## src/rtl/led_ctrl_pkg.sv

```systemverilog
// ============================================================================
// led_ctrl_pkg : opcodes, mode encodings and helpers for uart_led_ctrl
// Revision     : 1.0
// ============================================================================
`default_nettype none

package led_ctrl_pkg;

  localparam logic [1:0] OP_SET   = 2'b00;
  localparam logic [1:0] OP_BLINK = 2'b01;
  localparam logic [1:0] OP_CHASE = 2'b10;
  localparam logic [1:0] OP_SPEED = 2'b11;

  localparam logic [1:0] MODE_STATIC = 2'd0;
  localparam logic [1:0] MODE_BLINK  = 2'd1;
  localparam logic [1:0] MODE_CHASE  = 2'd2;

  localparam logic [3:0] DEF_SPEED_RST = 4'd4;

  // right=0 rotates toward the MSB (0001 -> 0010), right=1 toward the LSB
  function automatic logic [3:0] rot4(input logic [3:0] v, input logic right);
    return right ? {v[0], v[3:1]} : {v[2:0], v[3]};
  endfunction

endpackage

`default_nettype wire

```

## src/rtl/led_tick_gen.sv

```systemverilog
// ============================================================================
// led_tick_gen : base-tick prescaler plus step counter; step_o pulses once
//                every (speed_i+1)*TICK_DIV cycles after the last clear.
// Revision     : 1.0
// ============================================================================
`default_nettype none

module led_tick_gen #(
  parameter int TICK_DIV = 100000
) (
  input  logic       clk,
  input  logic       n_reset,
  input  logic       clear_i,
  input  logic [3:0] speed_i,
  output logic       step_o
);

  localparam int             PW          = (TICK_DIV > 2) ? $clog2(TICK_DIV) : 1;
  localparam logic [PW-1:0]  C_PRESC_TOP = PW'(TICK_DIV - 1);

  logic [PW-1:0] presc_q, presc_d;
  logic [3:0]    cnt_q, cnt_d;
  logic          tick;
  logic          step;

  always_comb begin
    tick    = (presc_q == C_PRESC_TOP);
    step    = tick && (cnt_q == speed_i);
    presc_d = presc_q + 1'b1;
    cnt_d   = cnt_q;
    if (clear_i) begin
      presc_d = '0;
      cnt_d   = '0;
    end else if (tick) begin
      presc_d = '0;
      cnt_d   = step ? 4'd0 : cnt_q + 4'd1;
    end
  end

  always_ff @(posedge clk or negedge n_reset) begin
    if (!n_reset) begin
      presc_q <= '0;
      cnt_q   <= '0;
    end else begin
      presc_q <= presc_d;
      cnt_q   <= cnt_d;
    end
  end

  // A clearing command suppresses any step landing in the same cycle
  assign step_o = step && !clear_i;

endmodule

`default_nettype wire

```

## src/rtl/uart_led_ctrl.sv

```systemverilog
// ============================================================================
// uart_led_ctrl : UART command decoder driving static/blink/chase LED patterns.
//                 Define LED_CTRL_ACK_EN to echo accepted commands on the TX port.
// Revision      : 1.0
// ============================================================================
`default_nettype none

module uart_led_ctrl
  import led_ctrl_pkg::*;
#(
  parameter int         TICK_DIV  = 100000,
  parameter logic [3:0] SPEED_RST = DEF_SPEED_RST
) (
  input  logic       clk,
  input  logic       n_reset,
  input  logic       rx_valid,
  input  logic [7:0] rx_data,
  input  logic       tx_ready,
  output logic       tx_valid,
  output logic [7:0] tx_data,
  output logic       ack_drop,
  output logic [1:0] mode,
  output logic [3:0] en
);

  logic [1:0] mode_q, mode_d;
  logic [3:0] en_q, en_d;
  logic [3:0] mask_q, mask_d;
  logic [3:0] speed_q, speed_d;
  logic       dir_q, dir_d;
  logic       step;

  led_tick_gen #(
    .TICK_DIV (TICK_DIV)
  ) u_tick (
    .clk     (clk),
    .n_reset (n_reset),
    .clear_i (rx_valid),
    .speed_i (speed_q),
    .step_o  (step)
  );

  always_comb begin
    mode_d  = mode_q;
    en_d    = en_q;
    mask_d  = mask_q;
    speed_d = speed_q;
    dir_d   = dir_q;
    if (rx_valid) begin
      case (rx_data[7:6])
        OP_SET: begin
          mode_d = MODE_STATIC;
          en_d   = rx_data[3:0];
        end
        OP_BLINK: begin
          mode_d = MODE_BLINK;
          mask_d = rx_data[3:0];
          en_d   = rx_data[3:0];
        end
        OP_CHASE: begin
          mode_d = MODE_CHASE;
          dir_d  = rx_data[0];
          en_d   = rx_data[0] ? 4'b1000 : 4'b0001;
        end
        default: speed_d = rx_data[3:0];
      endcase
    end else if (step) begin
      case (mode_q)
        // Phase is implied by en: any lit LED means the on phase just ended
        MODE_BLINK: en_d = (en_q != 4'b0000) ? 4'b0000 : mask_q;
        MODE_CHASE: en_d = rot4(en_q, dir_q);
        default:    en_d = en_q;
      endcase
    end
  end

  always_ff @(posedge clk or negedge n_reset) begin
    if (!n_reset) begin
      mode_q  <= MODE_STATIC;
      en_q    <= 4'b0000;
      mask_q  <= 4'b0000;
      speed_q <= SPEED_RST;
      dir_q   <= 1'b0;
    end else begin
      mode_q  <= mode_d;
      en_q    <= en_d;
      mask_q  <= mask_d;
      speed_q <= speed_d;
      dir_q   <= dir_d;
    end
  end

  assign mode = mode_q;
  assign en   = en_q;

`ifdef LED_CTRL_ACK_EN
  logic       tx_valid_q, tx_valid_d;
  logic [7:0] tx_data_q, tx_data_d;
  logic       ack_drop_q, ack_drop_d;
  logic       xfer;

  always_comb begin
    xfer       = tx_valid_q && tx_ready;
    tx_valid_d = tx_valid_q && !xfer;
    tx_data_d  = tx_data_q;
    ack_drop_d = 1'b0;
    if (rx_valid) begin
      // The slot frees up in the same cycle on a transfer, so no drop then
      if (!tx_valid_q || xfer) begin
        tx_valid_d = 1'b1;
        tx_data_d  = rx_data;
      end else begin
        ack_drop_d = 1'b1;
      end
    end
  end

  always_ff @(posedge clk or negedge n_reset) begin
    if (!n_reset) begin
      tx_valid_q <= 1'b0;
      tx_data_q  <= 8'h00;
      ack_drop_q <= 1'b0;
    end else begin
      tx_valid_q <= tx_valid_d;
      tx_data_q  <= tx_data_d;
      ack_drop_q <= ack_drop_d;
    end
  end

  assign tx_valid = tx_valid_q;
  assign tx_data  = tx_data_q;
  assign ack_drop = ack_drop_q;
`else
  logic unused_ack;
  assign unused_ack = ^{tx_ready, rx_data[5:4]};

  assign tx_valid = 1'b0;
  assign tx_data  = 8'h00;
  assign ack_drop = 1'b0;
`endif

endmodule

`default_nettype wire

```

## config.mk

```make
export PLATFORM = sky130hd
export DESIGN_NAME = uart_led_ctrl
export DESIGN_NICKNAME = d
export VERILOG_FILES = /design/src/rtl/led_ctrl_pkg.sv /design/src/rtl/led_tick_gen.sv /design/src/rtl/uart_led_ctrl.sv
export SDC_FILE = /design/constraint.sdc
export NUM_CORES = 1
export LEC_CHECK = 0
export CAP_MARGIN = 20
export CORE_MARGIN = 2
export CORE_UTILIZATION = 49
export DETAILED_ROUTE_END_ITERATION = 6
export GPL_TIMING_DRIVEN = 0
export PLACE_DENSITY_LB_ADDON = 0.15
export SYNTH_ARGS = -nofsm -noshare
export SYNTH_HDL_FRONTEND = slang
export SYNTH_SLANG_ARGS = --single-unit
export TNS_END_PERCENT = 100
```

## constraint.sdc

```tcl
create_clock -name clk -period 5.65 [get_ports clk]
set_input_delay 0.8475 -clock clk [delete_from_list [all_inputs] [get_ports clk]]
set_output_delay 0.8475 -clock clk [all_outputs]
set_load 0.05 [all_outputs]
```

==> key figures <==
Synth
  • Mean Syn Cell Area: 10.5 µm²
  • Cell taking the most area after synthesis: dfrtp_1
  • Yosys reg bits: 36
  • Synth cell types: 43
  • Commonest cells in the netlist: dfrtp_1, nor2_1, mux2_2
  • Synth Area in Adders: 0.0127
  • Syn Inst Count: between 150 and 200
  • Synth Area in Simple Gates: 0.195
  • Syn Std Cell Area: 1970 µm²
  • Post-synthesis sequential area ratio: 0.459
  • Largest family of logic cells by synthesized area: simple AND/OR/NAND/NOR gates
  • Mux cell area share after synthesis: 0.0999
  • Synth Area in XOR/XNOR: 0.0757
  • Async S/R FF share, synth: 1.00
  • Synth Area in Compound Gates: 0.0897
  • Synth area leaders: dfrtp_1, mux2_2, xor2_1
  • Area fraction of the dominant cell type after synthesis: 0.445
  • Top FF cell, synth: dfrtp_1
  • Count leader, synth: dfrtp_1
  • Yosys warns: 0
  • Post-synth EDFFs: 0

Clock tree
  • Hold_buf cts: 0
  • Clk sinks: 36
  • Clock Tree Buf Depth: 2
  • H-tree depth: 2
  • Post-CTS setup buffers: 0
  • CTS buffer count: 5
  • Post_cts resized: 0
  • Reg clk slew, reported paths: 0.07 ns
  • Root Buffer: clkbuf_8
  • Skew-Pair Late Insertion Delay: 0.29 ns
  • TritonCTS clock tree: done

Detailed routing
  • Routed Antenna Nets: 0
  • Drt first pass iters: 4
  • DR DRC count: 0
  • Vias post-DR: 1403
  • Routed WL: 3.72 mm
  • Wire per inst: 13.9 µm
  • DR iter-0 viols: 64
  • Via density: 5.25

Timing
  • Hold Vio Cnt, Final: 0
  • Final Critical Period: 2.46 ns
  • Worst Max-Slew Pin Slew: 0.778 ns
  • Slew HR: 0.481
  • FMAX: 407 MHz
  • Min Hold Slack: 0.494 ns
  • Final Max Slew Viols: 0
  • Final setup TNS: 0 ns
  • Period utilization: 0.435
  • Final Setup Violations: 0
  • Unrepaired setup endpoints after global routing: false
  • Worst setup margin: about 3.2 ns
  • Fin Clk Skew: 0.00635 ns

Worst hold path
  • End point of the worst hold path: u_tick.presc_q[0]
  • Hold Path Depth: 1
  • HP Class: register to register
  • HP Start: u_tick.presc_q[0]

Job
  • MaxCap Viol Count: 0

Power
  • Combinational share of power: 0.231
  • Reg power frac: 0.469
  • Worst VDD drop: 140 µV
  • Internal power: 0.454 mW
  • Sw Ratio: 0.306
  • Fraction of power consumed by the clock network: 0.300
  • Switching power: 0.200 mW
  • Static leakage: 0.997 nW
  • PD cells: around 290 nW/µm²

Layout
  • Filler Cell Count: 352
  • Number of diodes: 0
  • Layout cell share with drive strength beyond 1: 0.184
  • Area growth syn-to-layout: 16.2%
  • Nets: 231

Critical path
  • Critical Path, Cell by Cell: clkdlybuf4s50_1, nand3_1, a21boi_0, a32oi_1, mux2_2
  • CP Max Fanout: 6
  • R2R Setup Slk: 3.68 ns
  • CP max stage delay: 0.51 ns
  • Reg-to-reg critical path endpoint: en[3]
  • Critical R2R Launch: u_tick.presc_q[0]
  • Worst setup SP type: primary input
  • Critical Path AT: 2.64 ns
  • Worst path slowest cell: clkdlybuf4s50_1
  • Top delay family on crit path: compound AO/OA/AOI/OAI gates
  • Worst path buffer plus inverter count: 1
  • Cell count along the critical path: 5
  • Nature of the critical path endpoint: register
  • CP Class: primary input to register
  • Required @ worst endpoint: 5.83 ns
  • R2R depth: 5

Placed design
  • Gpl congestion: 0.793
  • Placement Setup Slack: 2.88 ns
  • IO buf count: 13
  • HPWL Detailed: between 2 and 3 mm

GRT
  • Initial antenna violation count: 0
  • Total grt overflow: 0
  • Overall Global Routing Usage: 0.185
  • First-pass GRT wire length: 6.13 mm
  • Largest net degree at the start of global routing: 37
  • Vias in the first global route: 1313

Run status
  • Status: finished, final reports clean

Die
  • Die footprint: about 4500 µm²
  • # rows: 23
  • Core footprint: just under 4000 µm²
  • Io pins: 28
  • Die W: approximately 67 µm
  • Initial Util: 0.499
  • Die Span Y: just under 70 µm
-- per-layer routing --
layer,GRT usage,part of all wire,up-vias
met5,0,0,-
met4,0.0765,0.016,0
met3,0.0500,0.037,6
met2,0.303,0.47,23
met1,0.231,0.47,670
li1,-,-,704
-- state kept, by name, summed over array words and instances (netlist names) --
signal,flops
speed_q,4
mask_q,4
u_tick.cnt_q,4
u_tick.presc_q,17
dir_q,1
en,4
mode,2
-- area by class of cell --
class | instances | area [µm²] | share of cell area
Timing Repair Buffer | 13 | 125 | 0.0548
Multi-Input combinational cell | 139 | 968 | 0.424
Clock buffer | 7 | 96.3 | 0.0422
Tap cell | 50 | 62.6 | 0.0274
Buffer | 14 | 100 | 0.0438
Sequential cell | 36 | 902 | 0.395
Inverter | 8 | 30.0 | 0.0131
-- cells in the final DEF, fill, tap and decap left out, drive strengths merged, types with 2 or more instances in the layout --
master / instances
nor3: 3
nand4bb: 2
or3: 3
mux2: 13
inv: 8
and4: 3
o21ai: 4
a21oi: 3
buf: 14
nand2b: 5
clkbuf: 8
nand2: 9
ha: 2
clkdlybuf4s50: 12
nor2: 23
a221o: 2
nor4: 3
conb: 10
nand4: 4
nand3: 11
o41ai: 2
o221ai: 2
dfrtp: 35
mux2i: 5
o31ai: 3
xor2: 11
xnor2: 6
-- power by group through the flow --
stage                     clock, mW  combinational (mW)  sequential (mW)
after floorplan                   0              0.0860            0.333
after global placement            0               0.149            0.310
after detailed placement          0               0.151            0.312
after CTS                     0.201               0.152            0.307
after global routing          0.212               0.165            0.310
final                         0.196               0.151            0.306
-- worst max-delay path by stage --
stage / endpoint / slack (ns) / from
2_1_floorplan: en[0] / 3.48 / rx_valid
3_3_place_gp: en[2] / 2.93 / rx_data[6]
3_5_place_dp: en[3] / 2.88 / rx_data[6]
4_1_cts: en[3] / 3.19 / rx_data[6]
5_1_grt: en[3] / 3.07 / rx_data[6]
6_report: en[3] / 3.19 / rx_data[6]
-- through the flow --
| stage | instance area, µm² | util | total power, mW | cells |
|---|---|---|---|---|
| 6_report | 2280 | 0.579 | 0.654 | 267 |
| 5_1_grt | 2280 | 0.579 | 0.687 | 267 |
| 4_1_cts | 2280 | 0.579 | 0.659 | 267 |
| 3_5_place_dp | 2190 | 0.555 | 0.463 | 260 |
| 3_3_place_gp | 2190 | 0.556 | 0.459 | 260 |
| 2_1_floorplan | 2000 | - | 0.419 | 197 |
-- cells by family (layout without fill, tap and decap cells) --
logic type / Yosys count / in the layout
AOI/OAI and AO/OA: 21 / 21
xor gates and xnor gates: 17 / 17
adders and majority gates: 2 / 2
buffers and inverters: 22 / 42
DFF: 36 / 36
muxes: 18 / 18
other: 1 / 10
and+or+nand+nor: 71 / 71
Power figures use the tool's default switching activity.
